==> src/rtl/breakout_pkg.sv <==
// Shared types and helpers for the Breakout coin/credit block.
// Holds the credit width, the debouncer and coin-meter state encodings,
// and the saturating clamp used by the credit arithmetic.
package breakout_pkg;

   localparam int CREDIT_W = 4;

   typedef enum logic [1:0] {
      IDLE,
      DEBOUNCE,
      ACCEPT,
      WAIT_RELEASE
   } coin_state_t;

   typedef enum logic [1:0] {
      M_IDLE,
      M_PULSE,
      M_GAP
   } meter_state_t;

   // Clamp a signed intermediate credit total into 0..limit so the count
   // never wraps on underflow or overflow.
   function automatic logic [CREDIT_W-1:0] clamp_credits(
      input logic signed [5:0]    value,
      input logic [CREDIT_W-1:0]  limit
   );
      logic signed [5:0] limit_s;
      limit_s = $signed({2'b00, limit});
      if (value < 6'sd0) begin
         return '0;
      end else if (value > limit_s) begin
         return limit;
      end else begin
         return value[CREDIT_W-1:0];
      end
   endfunction

endpackage

==> src/rtl/coin_debounce.sv <==
// One coin chute: 2-flop synchroniser followed by a debounce FSM.
// A chute must read low for DEBOUNCE_CYCLES+1 consecutive samples before a
// single-cycle strobe is raised; the switch must then read high for
// DEBOUNCE_CYCLES samples before another coin can be seen, so a held
// switch counts exactly once.
module coin_debounce
   import breakout_pkg::*;
#(
   parameter int DEBOUNCE_CYCLES = 1024
) (
   input  logic clk,
   input  logic reset_n,
   input  logic coin_n,
   output logic strobe
);

   localparam int CNT_W = $clog2(DEBOUNCE_CYCLES) + 1;
   localparam logic [CNT_W-1:0] LAST = CNT_W'(DEBOUNCE_CYCLES - 1);

   logic             sync_a;
   logic             sync_b;
   coin_state_t      state;
   logic [CNT_W-1:0] count;

   // Bring the raw, asynchronous chute switch into the clock domain.
   always_ff @(posedge clk) begin
      if (!reset_n) begin
         sync_a <= 1'b1;
         sync_b <= 1'b1;
      end else begin
         sync_a <= coin_n;
         sync_b <= sync_a;
      end
   end

   // Debounce FSM with a registered one-cycle accept strobe.
   always_ff @(posedge clk) begin
      if (!reset_n) begin
         state  <= IDLE;
         count  <= '0;
         strobe <= 1'b0;
      end else begin
         strobe <= 1'b0;
         case (state)
            IDLE: begin
               if (!sync_b) begin
                  state <= DEBOUNCE;
                  count <= '0;
               end
            end
            DEBOUNCE: begin
               if (sync_b) begin
                  state <= IDLE;
               end else if (count == LAST) begin
                  state  <= ACCEPT;
                  strobe <= 1'b1;
               end else begin
                  count <= count + 1'b1;
               end
            end
            ACCEPT: begin
               state <= WAIT_RELEASE;
               count <= '0;
            end
            WAIT_RELEASE: begin
               if (!sync_b) begin
                  count <= '0;
               end else if (count == LAST) begin
                  state <= IDLE;
               end else begin
                  count <= count + 1'b1;
               end
            end
            default: begin
               state <= IDLE;
               count <= '0;
            end
         endcase
      end
   end

endmodule

==> src/rtl/credit_control.sv <==
// Breakout coin/credit bookkeeping.
// Debounces both chutes, keeps a saturating credit count with a
// coins-per-credit fraction, debits credits on 1- or 2-credit starts that
// arrive while in attract mode, decodes the credit-status lines for
// game_control, and drives a queued coin-meter pulse output.
// Optional feature: define BREAKOUT_FREE_PLAY_EN for free play (credits
// pinned at MAX_CREDITS, both status lines active, debits ignored).
module credit_control
   import breakout_pkg::*;
#(
   parameter int MAX_CREDITS      = 9,
   parameter int COINS_PER_CREDIT = 1,
   parameter int DEBOUNCE_CYCLES  = 1024,
   parameter int METER_CYCLES     = 4096
) (
   input  logic                CLK_DRV,
   input  logic                RESET_N,
   input  logic                COIN1_N,
   input  logic                COIN2_N,
   input  logic                _1_CR_START_N,
   input  logic                _2_CR_START,
   input  logic                ATTRACT,
   output logic                COIN_ACCEPT_N,
   output logic                _1_OR_2_CREDIT_N,
   output logic                _2_CREDIT_N,
   output logic [CREDIT_W-1:0] CREDITS,
   output logic                COIN_METER
);

   localparam logic [CREDIT_W-1:0] MAX_C = CREDIT_W'(MAX_CREDITS);
   localparam logic [3:0] CPC1 = 4'(COINS_PER_CREDIT);
   localparam logic [3:0] CPC2 = 4'(2 * COINS_PER_CREDIT);
   localparam int MCNT_W = $clog2(METER_CYCLES) + 1;
   localparam logic [MCNT_W-1:0] M_LAST = MCNT_W'(METER_CYCLES - 1);

   logic strobe1;
   logic strobe2;

   logic start1_r;
   logic start1_prev;
   logic start2_r;
   logic start2_prev;
   logic attract_r;
   logic attract_prev;
   logic debit1;
   logic debit2;

   logic [1:0]          coin_count;
   logic [3:0]          frac;
   logic [3:0]          frac_sum;
   logic [3:0]          frac_next;
   logic [1:0]          adds;
   logic [1:0]          debits;
   logic signed [5:0]   credit_sum;
   logic [CREDIT_W-1:0] credit_next;
   logic                one_next;
   logic                two_next;

   meter_state_t        meter_state;
   logic [MCNT_W-1:0]   meter_count;
   logic [1:0]          queue;
   logic [1:0]          queue_next;
   logic [2:0]          queue_sum;
   logic                dequeue;

   coin_debounce #(
      .DEBOUNCE_CYCLES(DEBOUNCE_CYCLES)
   ) u_chute1 (
      .clk     (CLK_DRV),
      .reset_n (RESET_N),
      .coin_n  (COIN1_N),
      .strobe  (strobe1)
   );

   coin_debounce #(
      .DEBOUNCE_CYCLES(DEBOUNCE_CYCLES)
   ) u_chute2 (
      .clk     (CLK_DRV),
      .reset_n (RESET_N),
      .coin_n  (COIN2_N),
      .strobe  (strobe2)
   );

   assign COIN_ACCEPT_N = ~(strobe1 | strobe2);

   // Register the game_control start/attract lines and keep one cycle of
   // history for edge detection; history is preset inactive so reset
   // release can never look like a start.
   always_ff @(posedge CLK_DRV) begin
      if (!RESET_N) begin
         start1_r     <= 1'b1;
         start1_prev  <= 1'b1;
         start2_r     <= 1'b0;
         start2_prev  <= 1'b0;
         attract_r    <= 1'b0;
         attract_prev <= 1'b0;
      end else begin
         start1_r     <= _1_CR_START_N;
         start1_prev  <= start1_r;
         start2_r     <= _2_CR_START;
         start2_prev  <= start2_r;
         attract_r    <= ATTRACT;
         attract_prev <= attract_r;
      end
   end

   // A start only costs credits if the game was still in attract mode the
   // cycle before, so a start seen mid-game is ignored.
   assign debit1 = start1_prev & ~start1_r & attract_prev;
   assign debit2 = ~start2_prev & start2_r & attract_prev;

   // Coin fraction, credit add/debit netting and status decode of the
   // next credit value.
   always_comb begin
      coin_count = {1'b0, strobe1} + {1'b0, strobe2};
      frac_sum   = frac + {2'b00, coin_count};
      adds       = 2'd0;
      frac_next  = frac_sum;
      if (frac_sum >= CPC2) begin
         adds      = 2'd2;
         frac_next = frac_sum - CPC2;
      end else if (frac_sum >= CPC1) begin
         adds      = 2'd1;
         frac_next = frac_sum - CPC1;
      end
      debits     = {1'b0, debit1} + {debit2, 1'b0};
      credit_sum = $signed({2'b00, CREDITS})
                 + $signed({4'b0000, adds})
                 - $signed({4'b0000, debits});
`ifdef BREAKOUT_FREE_PLAY_EN
      credit_next = MAX_C;
      one_next    = 1'b0;
      two_next    = 1'b0;
`else
      credit_next = clamp_credits(credit_sum, MAX_C);
      one_next    = (credit_next == '0);
      two_next    = (credit_next < CREDIT_W'(2));
`endif
   end

   // Credit count, coin fraction and the status lines update together so
   // the status lines never lag the count.
   always_ff @(posedge CLK_DRV) begin
      if (!RESET_N) begin
         CREDITS          <= '0;
         frac             <= '0;
         _1_OR_2_CREDIT_N <= 1'b1;
         _2_CREDIT_N      <= 1'b1;
      end else begin
         CREDITS          <= credit_next;
         frac             <= frac_next;
         _1_OR_2_CREDIT_N <= one_next;
         _2_CREDIT_N      <= two_next;
      end
   end

   // Meter queue arithmetic: add accepted coins, remove one when a pulse
   // is launched, saturate at 3 (excess coins are lost to the meter only).
   always_comb begin
      dequeue    = (meter_state == M_IDLE) && (queue != 2'd0);
      queue_sum  = {1'b0, queue} + {1'b0, coin_count} - {2'b00, dequeue};
      queue_next = (queue_sum > 3'd3) ? 2'd3 : queue_sum[1:0];
   end

   // Pending meter pulses.
   always_ff @(posedge CLK_DRV) begin
      if (!RESET_N) begin
         queue <= 2'd0;
      end else begin
         queue <= queue_next;
      end
   end

   // Meter sequencer: a pulse of METER_CYCLES followed by an equal gap so
   // the electromechanical counter can follow back-to-back coins.
   always_ff @(posedge CLK_DRV) begin
      if (!RESET_N) begin
         meter_state <= M_IDLE;
         meter_count <= '0;
         COIN_METER  <= 1'b0;
      end else begin
         case (meter_state)
            M_IDLE: begin
               if (queue != 2'd0) begin
                  meter_state <= M_PULSE;
                  meter_count <= '0;
                  COIN_METER  <= 1'b1;
               end
            end
            M_PULSE: begin
               if (meter_count == M_LAST) begin
                  meter_state <= M_GAP;
                  meter_count <= '0;
                  COIN_METER  <= 1'b0;
               end else begin
                  meter_count <= meter_count + 1'b1;
               end
            end
            M_GAP: begin
               if (meter_count == M_LAST) begin
                  meter_state <= M_IDLE;
                  meter_count <= '0;
               end else begin
                  meter_count <= meter_count + 1'b1;
               end
            end
            default: begin
               meter_state <= M_IDLE;
               meter_count <= '0;
               COIN_METER  <= 1'b0;
            end
         endcase
      end
   end

endmodule

==> config.mk <==
export PLATFORM = sky130hd
export DESIGN_NAME = credit_control
export DESIGN_NICKNAME = d
export VERILOG_FILES = /design/src/rtl/breakout_pkg.sv /design/src/rtl/coin_debounce.sv /design/src/rtl/credit_control.sv
export SDC_FILE = /design/constraint.sdc
export NUM_CORES = 1
export LEC_CHECK = 0
export ABC_AREA = 1
export BUFFER_PORTS_ARGS = -buffer_cell sky130_fd_sc_hd__buf_2
export CORE_UTILIZATION = 56
export CTS_CLUSTER_DIAMETER = 120
export DETAILED_ROUTE_END_ITERATION = 10
export PLACE_DENSITY = 0.83
export SLEW_MARGIN = 20
export SYNTH_ARGS = -nofsm -noshare
export SYNTH_HDL_FRONTEND = slang
export SYNTH_SLANG_ARGS = --single-unit
export TNS_END_PERCENT = 20
==> constraint.sdc <==
create_clock -name CLK_DRV -period 3.5 [get_ports CLK_DRV]
set_input_delay 0.175 -clock CLK_DRV [delete_from_list [all_inputs] [get_ports CLK_DRV]]
set_output_delay 0.175 -clock CLK_DRV [all_outputs]
set_load 0.02 [all_outputs]
==> impl_metrics.toml <==
[placement]
port_buffers = 14
place_ws_ns = -0.219
gp_congestion = 0.813
dp_cells = 589
dpl.hpwl_um = 5130

[clock_tree]
cts-htree-levels = 3
clk_pin_slew_ns = 0.08
cts_buffers = 9
cts_root_buffer = "clkbuf_8"
cts_tree = "yes"
cts_sinks = 66
clockBufferDepth = 2
clk_latency_ns = 0.34

[floorplan]
die_y_um = 82.2
core_area_um2 = 6060
die_x_um = 82.2
design.die.area_um2 = 6760
start_util_pct = 59.5
io_pins = 15
rows = 28

[routing]
routed_wl_um = 8440
drc = 0
ant_nets = 0
first_pass_iters = 5
vias = 3246
via_per_inst = 5.27
wl_per_cell_um = 13.7
first_iter_violations = 165

[logic_synthesis]
synth_fp_nets = 534
syn_avg_cell_area_um2 = 7.24
synth_area_leader_cell = "dfxtp_1"
yosys.area.top_type_share_pct = 36.7
yosysUniqueCellTypes = 36
synth-seq-area-share_pct = 36.7
ys_top_cells_by_count = "115 x nand2_1, 84 x inv_1, 66 x dfxtp_1, 50 x nor2_1, 40 x nand3_1"
yosysMostFrequentCell = "nand2_1"
synth_edf_count = 0
postSynthCellCount = 498
synth_seq_cells = 66
async_flop_share_pct = 0
syn-cell-area_um2 = 3600
yosysWarningCount = 0
yosys-top-cells-area = "dfxtp_1 37%, nand2_1 12%, inv_1 8.8%"
synth_flop_cell = "dfxtp_1"

[hold_path]
min_to = "start2_r"
min_path_type = "in -> reg"
hold_start = "_2_CR_START"
whs_path_depth = 3

[critical_path]
crit_arrival_ns = 4.20
r2r_slack_ns = -0.41
cp-start-kind = "register"
rr_endpoint = "_1_OR_2_CREDIT_N"
cp_slowest_cell = "fa_2"
slowest_delay_ns = 0.62
critical_path.endpoint_type = "register"
path_class = "reg -> reg"
critPathMaxFanout = 3
r2r-start = "u_chute2.strobe"
reg2regPathDepth = 23
crit_path_cell_trace = "inv_2, ha_4, ha_4, inv_2, fa_2, inv_4, ha_4, nor3_4, nand3_2, ha_4, inv_2, ha_4, inv_2, fa_2, inv_2, nand3_2, nand3_2, nand2_2, nand2_2, inv_1, nand2_2, nand3_2, nor2_2"
critPathRequiredTime_ns = 3.79

[finish]
fillers = 464
final_layout_size_suffix_gt1_share_pct = 19.8
instances_no_fill = 616
multi_input_comb_area_um2 = 2080
fin_nets = 572
finish.utilization_pct = 70.0
seqCellArea_um2 = 1320
syn2layout_area_growth_pct = 17.8
diodes = 0

[sta]
slew_violations = 0
finalHoldViolCount = 0
finalClockSkew_ns = 0.00775
finalSetupViolCount = 6
rsz0062_at_grt = "true"
slew_headroom_pct = 56.7
fmax_ghz = 0.256
hold_slack_ns = 0.0103
fin_crit_sh_pct = 112
fin_crit_ns = 3.91
layout_setup_ws_ns = -0.412
worst_pin_slew_ns = 0.648

[pwr]
powerDensity_nw_per_um2 = 701
irDropWorstVdd_mv = 0.836
leakagePower_uw = 0.00186

[global_route]
grt.total_usage_pct = 24.9
grt-ovfl-total = 0
antenna_found_initial = 0
grt_pass1_wl_um = 12700
grt_pass1_vias = 3063
grt_max_degree = 22

[run_status]
status = "finished with violations"
failed_checks = "negative setup slack"

[job]
drv_cap = 0
[worst max-delay path by stage]
stage	startpoint	end	cells past startpoint
4_1_cts	u_chute2.strobe	_1_OR_2_CREDIT_N	22
3_5_place_dp	u_chute1.strobe	_1_OR_2_CREDIT_N	24
2_1_floorplan	u_chute1.strobe	_1_OR_2_CREDIT_N	24
5_1_grt	u_chute2.strobe	_2_CREDIT_N	20
3_3_place_gp	u_chute1.strobe	_1_OR_2_CREDIT_N	24
6_report	u_chute2.strobe	_1_OR_2_CREDIT_N	23
[state kept, by name, indices dropped and copies added, names as in the netlist, 2 cells and up, named ones only]
signal          flops
meter_state         2
CREDITS             4
meter_count        13
u_chute1.count     11
frac                4
u_chute2.count     11
queue               2
[critical path, delay by kind of cell, from the launching register on]
family / cells / cell delay, ns
adders and majority gates: 7 / 2.02
and+or+nand+nor: 9 / 1.12
buffers and inverters: 7 / 0.39
DFF: 1 / 0.34
[cell usage in the layout, fill, tap and decap left out, types with 3 or more instances in the layout]
cell type | Yosys | layout
nand2_1 | 115 | 108
nor2_1 | 50 | 49
ha_4 | 0 | 5
buf_4 | 0 | 16
or2_2 | 6 | 6
nor3_4 | 2 | 3
a21oi_1 | 26 | 26
o21bai_1 | 4 | 4
nor2_2 | 4 | 5
nand4_1 | 8 | 8
inv_1 | 84 | 76
ha_1 | 25 | 19
dfxtp_1 | 66 | 64
o21ai_0 | 12 | 11
xor2_1 | 11 | 11
clkinvlp_4 | 0 | 3
nand3_2 | 0 | 7
clkbuf_8 | 0 | 9
nand3_1 | 40 | 33
inv_2 | 1 | 8
buf_2 | 1 | 14
nor3_1 | 12 | 11
nand2_2 | 5 | 12
[metal layers]
metal / vias to the layer above / GRT usage (%) / wire [um]
li1: 1635 / - / -
met1: 1483 / 26.2 / 3520
met2: 101 / 44.8 / 4160
met3: 27 / 6.59 / 434
met4: 0 / 13.9 / 317
met5: - / 0 / 0
[stage by stage]
| step | area, um^2 | power (uW) | setup TNS, ns |
|---|---|---|---|
| 3_5_place_dp | 3870 | 1870 | -0.761 |
| 3_3_place_gp | 3870 | 1820 | -0.139 |
| 6_report | 4250 | 2980 | -1.88 |
| 4_1_cts | 4190 | 2690 | -0.263 |
| 5_1_grt | 4250 | 3150 | -3.22 |
| 2_1_floorplan | 3670 | 1620 | 0 |
[where the power goes]
group / internal, uW / switching, uW
combinational: 531 / 870
sequential: 820 / 40.6
clock: 402 / 312
total: 1750 / 1220
[timing repair]
action	CTS	global route
gates resized for setup	11	11
endpoints found under the hold margin	1	0
setup endpoints to repair	6	6
setup buffers	7	3
hold buffers	1	0
pin swaps	11	8
[final cells by class]
cell class | instances | share of cell area [%]
Multi-Input combinational cell | 341 | 48.9
Sequential cell | 66 | 31.2
Inverter | 87 | 7.84
Timing Repair Buffer | 31 | 4.72
Clock buffer | 10 | 3.01
Tap cell | 75 | 2.21
Clock inverter | 6 | 2.15
[cells by family after synthesis]
kind of cell | after synthesis | synth area share, %
fa+ha+maj | 29 | 10.9
flops | 66 | 36.7
simple gates | 254 | 32.9
buf+inv | 91 | 9.62
xor+xnor | 13 | 3.16
compound gates | 45 | 6.74
Note: power is estimated with default switching activity, not from simulation.
